--- config.mk ---
export PLATFORM = sky130hd
export DESIGN_NAME = prnhead_data_arb_flat
export DESIGN_NICKNAME = d
export VERILOG_FILES = /design/src/rtl/prnhead_data_arb_if.sv /design/src/rtl/prnhead_data_arb.sv /design/src/flat_wrapper.sv
export SDC_FILE = /design/constraint.sdc
export NUM_CORES = 1
export LEC_CHECK = 0
export ABC_AREA = 1
export BUFFER_PORTS_ARGS = -buffer_cell sky130_fd_sc_hd__buf_2
export CORE_MARGIN = 2
export CORE_UTILIZATION = 50
export CTS_BUF_LIST = sky130_fd_sc_hd__clkbuf_8
export CTS_CLUSTER_DIAMETER = 100
export DETAILED_ROUTE_END_ITERATION = 10
export GPL_TIMING_DRIVEN = 1
export PLACE_DENSITY = 0.7
export SYNTH_ARGS = -nofsm -noshare
export SYNTH_HDL_FRONTEND = slang
export SYNTH_SLANG_ARGS = --single-unit
export TNS_END_PERCENT = 100
--- constraint.sdc ---
create_clock -name clk -period 3.2 [get_ports clk]
set_input_delay 0 -clock clk [delete_from_list [all_inputs] [get_ports clk]]
set_output_delay 0 -clock clk [all_outputs]
set_load 0.1 [all_outputs]
--- src/rtl/prnhead_data_arb_if.sv ---
`default_nettype none
// ============================================================================
// Module      : prnhead_data_arb_if
// Description : Request/grant/strobe bundle between the print-data and command
//               requesters and the printhead data-mux arbiter.
// Revision    : 1.0 - initial release
// ============================================================================
interface prnhead_data_arb_if;
  logic [7:0] PrintHead_Type;
  logic       prn_req;
  logic [7:0] prn_len;
  logic       cmd_req;
  logic [3:0] cmd_len;
  logic       abort;
  logic       prn_gnt;
  logic       prn_done;
  logic       cmd_gnt;
  logic       cmd_done;
  logic       aborted;
  logic       Prndata_en;
  logic       CMD_en;
  logic       busy;

  // Requester side: raises requests, watches grants and strobes
  modport master (
    output PrintHead_Type, prn_req, prn_len, cmd_req, cmd_len, abort,
    input  prn_gnt, prn_done, cmd_gnt, cmd_done, aborted, Prndata_en, CMD_en, busy
  );

  // Arbiter side
  modport slave (
    input  PrintHead_Type, prn_req, prn_len, cmd_req, cmd_len, abort,
    output prn_gnt, prn_done, cmd_gnt, cmd_done, aborted, Prndata_en, CMD_en, busy
  );
endinterface
`default_nettype wire

--- src/rtl/prnhead_data_arb.sv ---
`default_nettype none
// ============================================================================
// Module      : prnhead_data_arb
// Description : Arbiter/sequencer for the 4-bit printhead data mux. Print data
//               has priority, a starvation counter forces commands through,
//               and a head-type dependent idle gap separates bursts.
// Revision    : 1.0 - initial release
// ============================================================================
module prnhead_data_arb #(
  parameter int STARVE_LIM = 16,
  parameter int GAP_CYC    = 2
) (
  input logic               clk,
  input logic               rstn,
  prnhead_data_arb_if.slave bus
);

  localparam int c_SW = (STARVE_LIM > 0) ? $clog2(STARVE_LIM + 1) : 1;
  localparam int c_GW = (GAP_CYC > 0) ? $clog2(2 * GAP_CYC + 1) : 1;
  localparam logic [c_SW-1:0] c_STARVE_LIM = c_SW'(STARVE_LIM);
  localparam logic [c_GW-1:0] c_GAP_1      = c_GW'(GAP_CYC);
  localparam logic [c_GW-1:0] c_GAP_2      = c_GW'(2 * GAP_CYC);

  typedef enum logic [1:0] {
    S_IDLE = 2'd0,
    S_PRN  = 2'd1,
    S_CMD  = 2'd2,
    S_GAP  = 2'd3
  } state_t;

  state_t          r_state, w_state_nxt;
  logic [7:0]      r_beat, w_beat_nxt;          // beats left after the current one
  logic [c_GW-1:0] r_gap, w_gap_nxt;            // gap cycles left after the current one
  logic [c_SW-1:0] r_starve_cnt, w_starve_nxt;
  logic            r_prn_gnt, w_prn_gnt_nxt;
  logic            r_prn_done, w_prn_done_nxt;
  logic            r_cmd_gnt, w_cmd_gnt_nxt;
  logic            r_cmd_done, w_cmd_done_nxt;
  logic            r_aborted, w_aborted_nxt;
  logic            r_prn_en, w_prn_en_nxt;
  logic            r_cmd_en, w_cmd_en_nxt;
  logic            r_busy;

  logic            w_starve_flag;
  logic            w_cmd_grant;
  logic [c_GW-1:0] w_gap_len;
  logic [7:0]      w_prn_last;                  // clamped length minus one
  logic [7:0]      w_cmd_last;

  assign w_starve_flag = (r_starve_cnt == c_STARVE_LIM);
  assign w_gap_len     = (bus.PrintHead_Type == 8'h04) ? c_GAP_2 : c_GAP_1;
  assign w_prn_last    = (bus.prn_len == 8'd0) ? 8'd0 : bus.prn_len - 8'd1;
  assign w_cmd_last    = (bus.cmd_len == 4'd0) ? 8'd0 : {4'd0, bus.cmd_len - 4'd1};

  // Next-state, counter and registered-output decode
  always_comb begin
    w_state_nxt    = r_state;
    w_beat_nxt     = r_beat;
    w_gap_nxt      = r_gap;
    w_prn_gnt_nxt  = 1'b0;
    w_prn_done_nxt = 1'b0;
    w_cmd_gnt_nxt  = 1'b0;
    w_cmd_done_nxt = 1'b0;
    w_aborted_nxt  = 1'b0;
    w_prn_en_nxt   = 1'b0;
    w_cmd_en_nxt   = 1'b0;
    w_cmd_grant    = 1'b0;
    case (r_state)
      S_IDLE: begin
        if ((w_starve_flag && bus.cmd_req) || (bus.cmd_req && !bus.prn_req)) begin
          w_cmd_grant = 1'b1;
        end else if (bus.prn_req) begin
          w_state_nxt    = S_PRN;
          w_beat_nxt     = w_prn_last;
          w_prn_gnt_nxt  = 1'b1;
          w_prn_en_nxt   = 1'b1;
          w_prn_done_nxt = (w_prn_last == 8'd0);
        end
        if (w_cmd_grant) begin
          w_state_nxt    = S_CMD;
          w_beat_nxt     = w_cmd_last;
          w_cmd_gnt_nxt  = 1'b1;
          w_cmd_en_nxt   = 1'b1;
          w_cmd_done_nxt = (w_cmd_last == 8'd0);
        end
      end
      S_PRN, S_CMD: begin
        // Last beat takes precedence over a coincident abort
        if (r_beat == 8'd0) begin
          if (w_gap_len != '0) begin
            w_state_nxt = S_GAP;
            w_gap_nxt   = w_gap_len - 1'b1;
          end else begin
            w_state_nxt = S_IDLE;
          end
        end else if (bus.abort) begin
          w_state_nxt   = S_IDLE;
          w_aborted_nxt = 1'b1;
        end else begin
          w_beat_nxt = r_beat - 8'd1;
          if (r_state == S_PRN) begin
            w_prn_en_nxt   = 1'b1;
            w_prn_done_nxt = (r_beat == 8'd1);
          end else begin
            w_cmd_en_nxt   = 1'b1;
            w_cmd_done_nxt = (r_beat == 8'd1);
          end
        end
      end
      S_GAP: begin
        if (r_gap == '0) begin
          w_state_nxt = S_IDLE;
        end else begin
          w_gap_nxt = r_gap - 1'b1;
        end
      end
      default: w_state_nxt = S_IDLE;
    endcase
  end

  // Starvation counter: counts waiting cycles, saturates, clears on command grant
  always_comb begin
    w_starve_nxt = r_starve_cnt;
    if (w_cmd_grant) begin
      w_starve_nxt = '0;
    end else if ((r_state == S_IDLE) && !bus.cmd_req) begin
      w_starve_nxt = '0;
    end else if (bus.cmd_req && (r_state != S_CMD) && !w_starve_flag) begin
      w_starve_nxt = r_starve_cnt + 1'b1;
    end
  end

  // State, counters and all outputs registered; reset may cut a burst short
  always_ff @(posedge clk or negedge rstn) begin
    if (!rstn) begin
      r_state      <= S_IDLE;
      r_beat       <= 8'd0;
      r_gap        <= '0;
      r_starve_cnt <= '0;
      r_prn_gnt    <= 1'b0;
      r_prn_done   <= 1'b0;
      r_cmd_gnt    <= 1'b0;
      r_cmd_done   <= 1'b0;
      r_aborted    <= 1'b0;
      r_prn_en     <= 1'b0;
      r_cmd_en     <= 1'b0;
      r_busy       <= 1'b0;
    end else begin
      r_state      <= w_state_nxt;
      r_beat       <= w_beat_nxt;
      r_gap        <= w_gap_nxt;
      r_starve_cnt <= w_starve_nxt;
      r_prn_gnt    <= w_prn_gnt_nxt;
      r_prn_done   <= w_prn_done_nxt;
      r_cmd_gnt    <= w_cmd_gnt_nxt;
      r_cmd_done   <= w_cmd_done_nxt;
      r_aborted    <= w_aborted_nxt;
      r_prn_en     <= w_prn_en_nxt;
      r_cmd_en     <= w_cmd_en_nxt;
      r_busy       <= (w_state_nxt != S_IDLE);
    end
  end

  assign bus.prn_gnt    = r_prn_gnt;
  assign bus.prn_done   = r_prn_done;
  assign bus.cmd_gnt    = r_cmd_gnt;
  assign bus.cmd_done   = r_cmd_done;
  assign bus.aborted    = r_aborted;
  assign bus.Prndata_en = r_prn_en;
  assign bus.CMD_en     = r_cmd_en;
  assign bus.busy       = r_busy;

endmodule
`default_nettype wire
--- src/flat_wrapper.sv ---
// flat-port wrapper written by rule: the top's interface ports become plain ports
module prnhead_data_arb_flat 
#(
  parameter int STARVE_LIM = 16,
  parameter int GAP_CYC    = 2
)
  (clk, rstn, bus_PrintHead_Type, bus_prn_req, bus_prn_len, bus_cmd_req, bus_cmd_len, bus_abort, bus_prn_gnt, bus_prn_done, bus_cmd_gnt, bus_cmd_done, bus_aborted, bus_Prndata_en, bus_CMD_en, bus_busy);
  prnhead_data_arb_if bus_i ();
  input logic clk;
  input logic rstn;
  input wire logic [$bits(bus_i.PrintHead_Type)-1:0] bus_PrintHead_Type;
  input wire logic [$bits(bus_i.prn_req)-1:0] bus_prn_req;
  input wire logic [$bits(bus_i.prn_len)-1:0] bus_prn_len;
  input wire logic [$bits(bus_i.cmd_req)-1:0] bus_cmd_req;
  input wire logic [$bits(bus_i.cmd_len)-1:0] bus_cmd_len;
  input wire logic [$bits(bus_i.abort)-1:0] bus_abort;
  output wire logic [$bits(bus_i.prn_gnt)-1:0] bus_prn_gnt;
  output wire logic [$bits(bus_i.prn_done)-1:0] bus_prn_done;
  output wire logic [$bits(bus_i.cmd_gnt)-1:0] bus_cmd_gnt;
  output wire logic [$bits(bus_i.cmd_done)-1:0] bus_cmd_done;
  output wire logic [$bits(bus_i.aborted)-1:0] bus_aborted;
  output wire logic [$bits(bus_i.Prndata_en)-1:0] bus_Prndata_en;
  output wire logic [$bits(bus_i.CMD_en)-1:0] bus_CMD_en;
  output wire logic [$bits(bus_i.busy)-1:0] bus_busy;
  assign bus_i.PrintHead_Type = bus_PrintHead_Type;
  assign bus_i.prn_req = bus_prn_req;
  assign bus_i.prn_len = bus_prn_len;
  assign bus_i.cmd_req = bus_cmd_req;
  assign bus_i.cmd_len = bus_cmd_len;
  assign bus_i.abort = bus_abort;
  assign bus_prn_gnt = bus_i.prn_gnt;
  assign bus_prn_done = bus_i.prn_done;
  assign bus_cmd_gnt = bus_i.cmd_gnt;
  assign bus_cmd_done = bus_i.cmd_done;
  assign bus_aborted = bus_i.aborted;
  assign bus_Prndata_en = bus_i.Prndata_en;
  assign bus_CMD_en = bus_i.CMD_en;
  assign bus_busy = bus_i.busy;
  prnhead_data_arb #(.STARVE_LIM(STARVE_LIM), .GAP_CYC(GAP_CYC)) u_core (.clk(clk), .rstn(rstn), .bus(bus_i));
endmodule
==> results.sh, run 1 <==
export IMPL_seq_area_sq_um=651
export IMPL_peakVddDrop_uv=462
export IMPL_setup_viol=0
export IMPL_nFillCells=375
export IMPL_crit_fanout=13
export IMPL_final_hold_viol_count=0
export IMPL_outcome="finished, final reports clean"
export IMPL_cp_top_family="adder cells"
export IMPL_drt_iter0_drc=120
export IMPL_rsz0062_at_grt="no"
export IMPL_totalWireLength_microns=4450
export IMPL_place_gp_congestion=0.897
export IMPL_fin_crit_ns=2.11
export IMPL_syn_area_sq_mm=0.00193
export IMPL_synth_cell_types=28
export IMPL_clock_skew_ns=0.00168
export IMPL_die_area_sq_mm=0.00437
export IMPL_vias_per_cell=5.16
export IMPL_slew_headroom_pct=60.3
export IMPL_clk_latency_ns=0.27
export IMPL_drive_gt1_share_pct=15.7
export IMPL_placedInstanceArea_sq_mm=0.00213
export IMPL_cap_violations=0
export IMPL_min_from="bus_prn_req"
export IMPL_worstReg2RegEnd="u_core.r_beat[3]$_DFFE_PN0P_"
export IMPL_critPathBufInv=3
export IMPL_tightest_slew_ns=0.596
export IMPL_dr_pass1_iters=4
export IMPL_max_freq_mhz=475
export IMPL_vias=1919
export IMPL_start_kind="flip-flop"
export IMPL_reg2reg_depth=9
export IMPL_antenna_found_initial=0
export IMPL_final_cells=372
export IMPL_overflow=0
export IMPL_cts_tree="built"
export IMPL_cts_root_buffer="clkbuf_8"
export IMPL_chipHeight_microns=66.1
export IMPL_critPathRequiredTime_ns=3.37
export IMPL_end_kind="flip-flop"
export IMPL_core_sq_mm=0.00369
export IMPL_io_pin_count=33
export IMPL_netlist_instances=289
export IMPL_cts_resized=0
export IMPL_hold_path_class="in2reg"
export IMPL_synth_yosys_seq_area_share_pct=33.7
export IMPL_antenna_left=0
export IMPL_cts_sinks=26
export IMPL_dp_final_hpwl_microns=3450
export IMPL_ys_ff_latch=26
export IMPL_whs_path_depth=3
export IMPL_crit_chain="inv_1 -> ha_1 -> clkinv_1 -> nand2_1 -> nand2_4 -> nand2_4 -> inv_2 -> nand2_1 -> o21ai_2"
export IMPL_r2r_slack_ns=1.09
export IMPL_wl_per_cell_microns=12.0
export IMPL_critPathSlowestCell="ha_1"
export IMPL_multi_input_area_sq_mm=0.00108
export IMPL_cts_buffer_depth=2
export IMPL_cts_max_level=1
export IMPL_slew_viol_final=0
export IMPL_slowest_delay_ns=0.56
export IMPL_dp_cells=366
export IMPL_rows=22
export IMPL_port_buffers=32
export IMPL_die_x_microns=66.1
export IMPL_finalPower_mw=2.07
export IMPL_final_nets=360
export IMPL_syn_nets=324
export IMPL_drc=0
export IMPL_grt_usage_pct=22.3
export IMPL_area_delta_synth_final_pct=15.1
export IMPL_grt_pass1_wl_microns=7710
export IMPL_r2r_start="u_core.r_state[0]$_DFF_PN0_"
export IMPL_start_util_pct=52.3
export IMPL_n_antenna_cell=0
export IMPL_power_density_mw_per_mm2=931
export IMPL_yosys_warnings=0
export IMPL_arrival_ns=2.27
export IMPL_syn_avg_cell_area_sq_um=6.68
export IMPL_post_route_cell_area_sq_mm=0.00222
export IMPL_period_share_pct=65.8
export IMPL_critPathKind="reg2reg"
export IMPL_whs_endpoint="u_core.bus.prn_gnt$_DFF_PN0_"
export IMPL_p_leak_nw=1.19
export IMPL_path_clk_slew_ns=0.10
export IMPL_finalSetupTns_ns=0
export IMPL_grt_max_degree=27
export IMPL_grt_pass1_vias=1737
export IMPL_numCtsBuffers=3
-- Yosys cell counts (all sizes together) --
library cell / instances / area share (%)
clkbuf: 1 / 0.19
nor3: 3 / 0.78
o31ai: 2 / 0.78
ha: 10 / 6.5
a31oi: 2 / 0.65
a21oi: 11 / 2.9
nand3b: 2 / 0.78
inv: 46 / 8.9
dfrtp: 26 / 34
nor3b: 2 / 0.78
nor4: 1 / 0.32
nand4: 5 / 1.6
o21ai: 27 / 7.8
buf: 2 / 0.84
nand2: 78 / 16
nand3: 28 / 7.5
clkinv: 1 / 0.19
nor2: 40 / 8.4
xor2: 2 / 0.91
-- timing repair --
item	4_1_cts	5_1_grt
buffers inserted	0	0
hold endpoints to repair	27	0
hold buffers	2	0
-- logic make-up after synthesis --
kind of cell | count (synthesis) | synth area share (%)
AND/OR/NAND/NOR | 159 | 36.7
AO/OA/AOI/OAI | 42 | 12.1
flip-flops | 26 | 33.7
XOR/XNOR | 2 | 0.907
buffers and inverters | 50 | 10.2
adder cells (fa/ha/maj) | 10 | 6.48
-- cells in the final DEF, fill, tap and decap left out, types with 2 or more instances in the layout --
master and count:
nand2_4 3, a31oi_1 2, xor2_1 2, a21oi_1 11, o21ai_0 21, o31ai_1 2
nand3b_1 2, buf_2 32, inv_1 43, clkbuf_8 3, nor2_2 2, nor3_1 3
dlygate4sd3_1 2, o21ai_2 4, inv_2 3, nand2_1 74, nor2_1 37, nand4_1 5
nor3b_1 2, ha_1 10, nand3_1 27, dfrtp_1 26, o21ai_1 2
-- sequential cells by signal, summed over array words and instances, names as in the netlist --
| signal | flops |
|---|---|
| u_core.r_beat | 8 |
| u_core.r_starve_cnt | 5 |
| u_core.r_gap | 3 |
| u_core.r_state | 2 |
| u_core.bus.CMD_en | 1 |
| u_core.bus.Prndata_en | 1 |
| u_core.bus.aborted | 1 |
| u_core.bus.busy | 1 |
| u_core.bus.cmd_done | 1 |
| u_core.bus.cmd_gnt | 1 |
| u_core.bus.prn_done | 1 |
| u_core.bus.prn_gnt | 1 |
-- where the power goes --
part           leakage (nW)  internal (mW)  switching, mW  total, mW
Combinational         0.814          0.357          0.895       1.25
Clock                0.0357          0.167          0.109      0.277
Sequential            0.337          0.452         0.0885      0.540
Total                  1.19          0.976           1.09       2.07
-- worst min-delay path, delay by kind of cell --
kind / cells / cell delay, ns
AND/OR/NAND/NOR: 2 / 0.14
buffers and inverters: 1 / 0.14
-- layout make-up --
class                      count  share of cell area [%]
timing repair buffer          34                    8.11
clock buffer                   3                    1.86
clock inverter                 1                    1.35
tap                           48                    2.70
sequential                    26                    29.3
multi-input combinational    213                    48.8
inverter                      47                    7.94
-- metal layers --
layer | vias to the layer above | global-route usage (%) | wire length, microns
met5 | - | 0 | 0
li1 | 991 | - | -
met2 | 33 | 36.6 | 2110
met3 | 4 | 2.39 | 149
met4 | 0 | 4.34 | 29
met1 | 891 | 31.9 | 2170
-- metrics by stage --
step           hold slack, ns  setup slack, ns  utilization [%]
3_3_place_gp           0.0400             1.22             57.8
3_5_place_dp           0.0466             1.13             57.8
6_report               0.0530             1.09             60.2
5_1_grt                0.0759            0.909             60.2
2_1_floorplan          -0.296             1.54                -
4_1_cts                0.0486             1.11             60.2
-- how the worst max path moves through the flow --
stage,cells after the start,end,start
4_1_cts,9,u_core.r_beat[3]$_DFFE_PN0P_,u_core.r_state[0]$_DFF_PN0_
6_report,9,u_core.r_beat[3]$_DFFE_PN0P_,u_core.r_state[0]$_DFF_PN0_
2_1_floorplan,9,u_core.r_gap[2]$_DFFE_PN0P_,u_core.r_state[0]$_DFF_PN0_
3_5_place_dp,9,u_core.r_beat[1]$_DFFE_PN0P_,u_core.r_state[0]$_DFF_PN0_
3_3_place_gp,9,u_core.r_beat[3]$_DFFE_PN0P_,u_core.r_state[0]$_DFF_PN0_
5_1_grt,9,u_core.r_beat[1]$_DFFE_PN0P_,u_core.r_state[0]$_DFF_PN0_
Power figures use the tool's default switching activity.
==> inputs of run 2 (changes only) <==
--- a/config.mk
+++ b/config.mk
@@ -5,7 +5,7 @@
 export SDC_FILE = /design/constraint.sdc
 export NUM_CORES = 1
 export LEC_CHECK = 0
-export ABC_AREA = 1
+export ABC_AREA = 0
 export BUFFER_PORTS_ARGS = -buffer_cell sky130_fd_sc_hd__buf_2
 export CORE_MARGIN = 2
 export CORE_UTILIZATION = 50
@@ -13,7 +13,7 @@
 export CTS_CLUSTER_DIAMETER = 100
 export DETAILED_ROUTE_END_ITERATION = 10
 export GPL_TIMING_DRIVEN = 1
-export PLACE_DENSITY = 0.7
+export PLACE_DENSITY = 0.74
 export SYNTH_ARGS = -nofsm -noshare
 export SYNTH_HDL_FRONTEND = slang
 export SYNTH_SLANG_ARGS = --single-unit
==> constraint.sdc (replaced) <==
create_clock -name clk -period 1.8 [get_ports clk]
set_input_delay 0 -clock clk [delete_from_list [all_inputs] [get_ports clk]]
set_output_delay 0 -clock clk [all_outputs]
set_load 0.1 [all_outputs]
==> results.sh, run 2 <==
export IMPL_outcome="complete, but fails checks"
export IMPL_failed_checks="setup timing"
export IMPL_die_area_sq_mm=0.00406
export IMPL_critPathBufInv=1
export IMPL_totalWireLength_microns=4950
export IMPL_rsz0062_at_grt="yes"
export IMPL_vias=1852
export IMPL_dp_final_hpwl_microns=3660
export IMPL_clock_skew_ns=0.00232
export IMPL_p_leak_nw=1.14
export IMPL_reg_top3="u_core.r_beat: 8 flops, u_core.r_starve_cnt: 5 flops, u_core.r_gap: 3 flops"
export IMPL_postLayoutCoreUtil_pct=74.3
export IMPL_start_util_pct=52.6
export IMPL_synth_top_area_share_pct=36.5
export IMPL_p_comb_share_pct=66.6
export IMPL_area_delta_synth_final_pct=41.3
export IMPL_ys_flop_type="dfrtp_1"
export IMPL_syn_nets=240
export IMPL_core_sq_mm=0.00339
export IMPL_cap_violations=0
export IMPL_syn_area_sq_mm=0.00178
export IMPL_synth_area_leader_cell="dfrtp_1"
export IMPL_drt_iter0_drc=109
export IMPL_grt_pass1_vias=1835
export IMPL_crit_fanout=5
export IMPL_final_nets=307
export IMPL_p_sw_share_pct=46.7
export IMPL_power_density_mw_per_mm2=1800
export IMPL_end_kind="flip-flop"
export IMPL_finalPower_mw=4.52
export IMPL_vias_per_cell=5.84
export IMPL_p_seq_share_pct=22.5
export IMPL_p_clk_share_pct=10.8
export IMPL_rows=21
export IMPL_port_buffers=32
export IMPL_max_freq_mhz=551
export IMPL_intPower_mw=2.41
export IMPL_cts_buffer_depth=2
export IMPL_dr_pass1_iters=4
export IMPL_top_register="u_core.r_beat"
export IMPL_synth_yosys_seq_area_share_pct=36.5
export IMPL_antenna_left=0
export IMPL_layout_commonest_cell="buf_2"
export IMPL_synthTopCellsByCount="26 x dfrtp_1, 22 x nor2_1, 17 x inv_1"
export IMPL_tightest_slew_ns=0.569
export IMPL_nFillCells=256
export IMPL_arrival_ns=2.03
export IMPL_synth_cell_types=47
export IMPL_grt_usage_pct=25.3
export IMPL_wl_per_cell_microns=15.6
export IMPL_peakVddDrop_uv=745
export IMPL_fin_crit_ns=1.81
export IMPL_synth_area_leaders="dfrtp_1 37%, ha_1 7.0%, nor2_1 4.6%"
export IMPL_n_antenna_cell=0
export IMPL_yosys_warnings=0
export IMPL_drive_gt1_share_pct=38.0
export IMPL_chipHeight_microns=63.7
export IMPL_period_share_pct=101
export IMPL_crit_chain="inv_2 -> ha_4 -> nor2_4 -> nor3_4 -> a21boi_4 -> or3_1 -> nand3_1"
export IMPL_final_hold_viol_count=0
export IMPL_fin_ws_ns=-0.0148
export IMPL_overflow=0
export IMPL_cts_sinks=26
export IMPL_io_pin_count=33
export IMPL_critPathSlowestCell="dfrtp_1"
export IMPL_cts_root_buffer="clkbuf_8"
export IMPL_start_kind="flip-flop"
export IMPL_numCtsBuffers=3
export IMPL_slowest_delay_ns=0.43
export IMPL_largest_reg_flops=8
export IMPL_netlist_instances=205
export IMPL_hold_path_class="in2reg"
export IMPL_ys_ff_latch=26
export IMPL_p_sw_mw=2.11
export IMPL_syn_avg_cell_area_sq_um=8.69
export IMPL_critPathRequiredTime_ns=2.01
export IMPL_antenna_found_initial=0
export IMPL_critPathKind="reg2reg"
export IMPL_cp_top_family="simple AND/OR/NAND/NOR gates"
export IMPL_clk_latency_ns=0.27
export IMPL_post_place_ws_ns=-0.0683
export IMPL_final_cell_mix="32 x buf_2, 29 x buf_4, 26 x dfrtp_1, 20 x nor2_1"
export IMPL_slew_headroom_pct=62.0
export IMPL_synth_edf_count=0
export IMPL_place_gp_congestion=1.01
export IMPL_cts_tree="built"
export IMPL_setup_viol=3
export IMPL_grt_pass1_wl_microns=8180
export IMPL_die_x_microns=63.7
export IMPL_drc=0
export IMPL_cts_max_level=1
export IMPL_yosys_cell_count_top_type="dfrtp_1"
export IMPL_path_clk_slew_ns=0.09
export IMPL_synthArstFlopShare_pct=100
export IMPL_slew_viol_final=0
export IMPL_grt_max_degree=27
==> run 2: cells by family (layout without fill, tap and decap cells) <==
family	count (synthesis)	count (layout)	share of synthesized area, %
flip-flops	26	26	36.5
AND/OR/NAND/NOR	86	86	26.4
adder cells (fa/ha/maj)	10	10	7.02
buffers and inverters	21	87	4.85
AO/OA/AOI/OAI	50	50	18.7
multiplexers	5	5	3.09
XOR/XNOR	7	7	3.44
==> run 2: stage by stage <==
| step | instance area (sq um) | cells | setup TNS [ns] | hold WS (ns) |
|---|---|---|---|---|
| finish | 2520 | 317 | -0.0294 | 0.0666 |
| CTS | 2390 | 314 | -0.00119 | 0.0584 |
| detailed placement | 2280 | 307 | -0.152 | 0.0278 |
| global route | 2520 | 317 | -0.466 | 0.0825 |
| global placement | 2280 | 307 | -0.185 | 0.0254 |
| floorplan | 1880 | 205 | -0.0376 | -0.296 |
==> run 2: power groups by stage <==
stage               Clock, mW  Combinational, mW  Sequential [mW]
finish                  0.490               3.01             1.02
global route            0.518               3.27             1.04
CTS                     0.493               2.72            0.991
detailed placement          0               2.66             1.00
global placement            0               2.62            0.993
floorplan                   0               1.45             1.38
==> run 2: cell type report <==
| cell class | count | area (sq um) | share of cell area [%] |
|---|---|---|---|
| Clock buffer | 3 | 41.3 | 1.64 |
| Clock inverter | 1 | 30.0 | 1.19 |
| Inverter | 17 | 63.8 | 2.53 |
| Multi-Input combinational cell | 158 | 1230 | 49.0 |
| Sequential cell | 26 | 651 | 25.8 |
| Tap cell | 46 | 57.6 | 2.29 |
| Timing Repair Buffer | 66 | 442 | 17.5 |
==> run 2: worst paths after layout <==
kind	cells after the start	start	to	slack, ns
max	7	u_core.r_state[1]$_DFF_PN0_	u_core.r_beat[4]$_DFFE_PN0P_	-0.01
min	3	bus_prn_req	u_core.bus.prn_gnt$_DFF_PN0_	0.07
max reg2reg	7	u_core.r_state[1]$_DFF_PN0_	u_core.r_beat[4]$_DFFE_PN0P_	-0.01
min reg2reg	2	u_core.r_starve_cnt[4]$_DFFE_PN0P_	u_core.r_starve_cnt[4]$_DFFE_PN0P_	0.55
max in group asynchronous	2	rstn	u_core.r_beat[3]$_DFFE_PN0P_	1.18
min in group asynchronous	2	rstn	u_core.r_starve_cnt[2]$_DFFE_PN0P_	0.24
==> run 2: worst register-to-register path: stages, from the launching register on <==
cell and delay, ns:
dfrtp_1 0.43, inv_2 0.09, ha_4 0.31, nor2_4 0.05, nor3_4 0.27, a21boi_4 0.12, or3_1 0.38, nand3_1 0.10
==> run 2: what timing repair did <==
item,in CTS,in global routing
buffers inserted,2,3
gates resized for setup,3,26
endpoints found under the setup margin,6,13
endpoints found under the hold margin,26,0
pin swaps,2,10
hold buffers,1,0
==> run 2: layer usage <==
layer / GRT usage [%] / vias to the layer above / wire, microns / share of wire [%]
li1: - / 884 / - / -
met1: 32.7 / 895 / 2060 / 42
met2: 43.2 / 65 / 2580 / 52
met3: 2.50 / 8 / 227 / 4.6
met4: 10.3 / 0 / 72 / 1.5
met5: 0 / - / 0 / 0
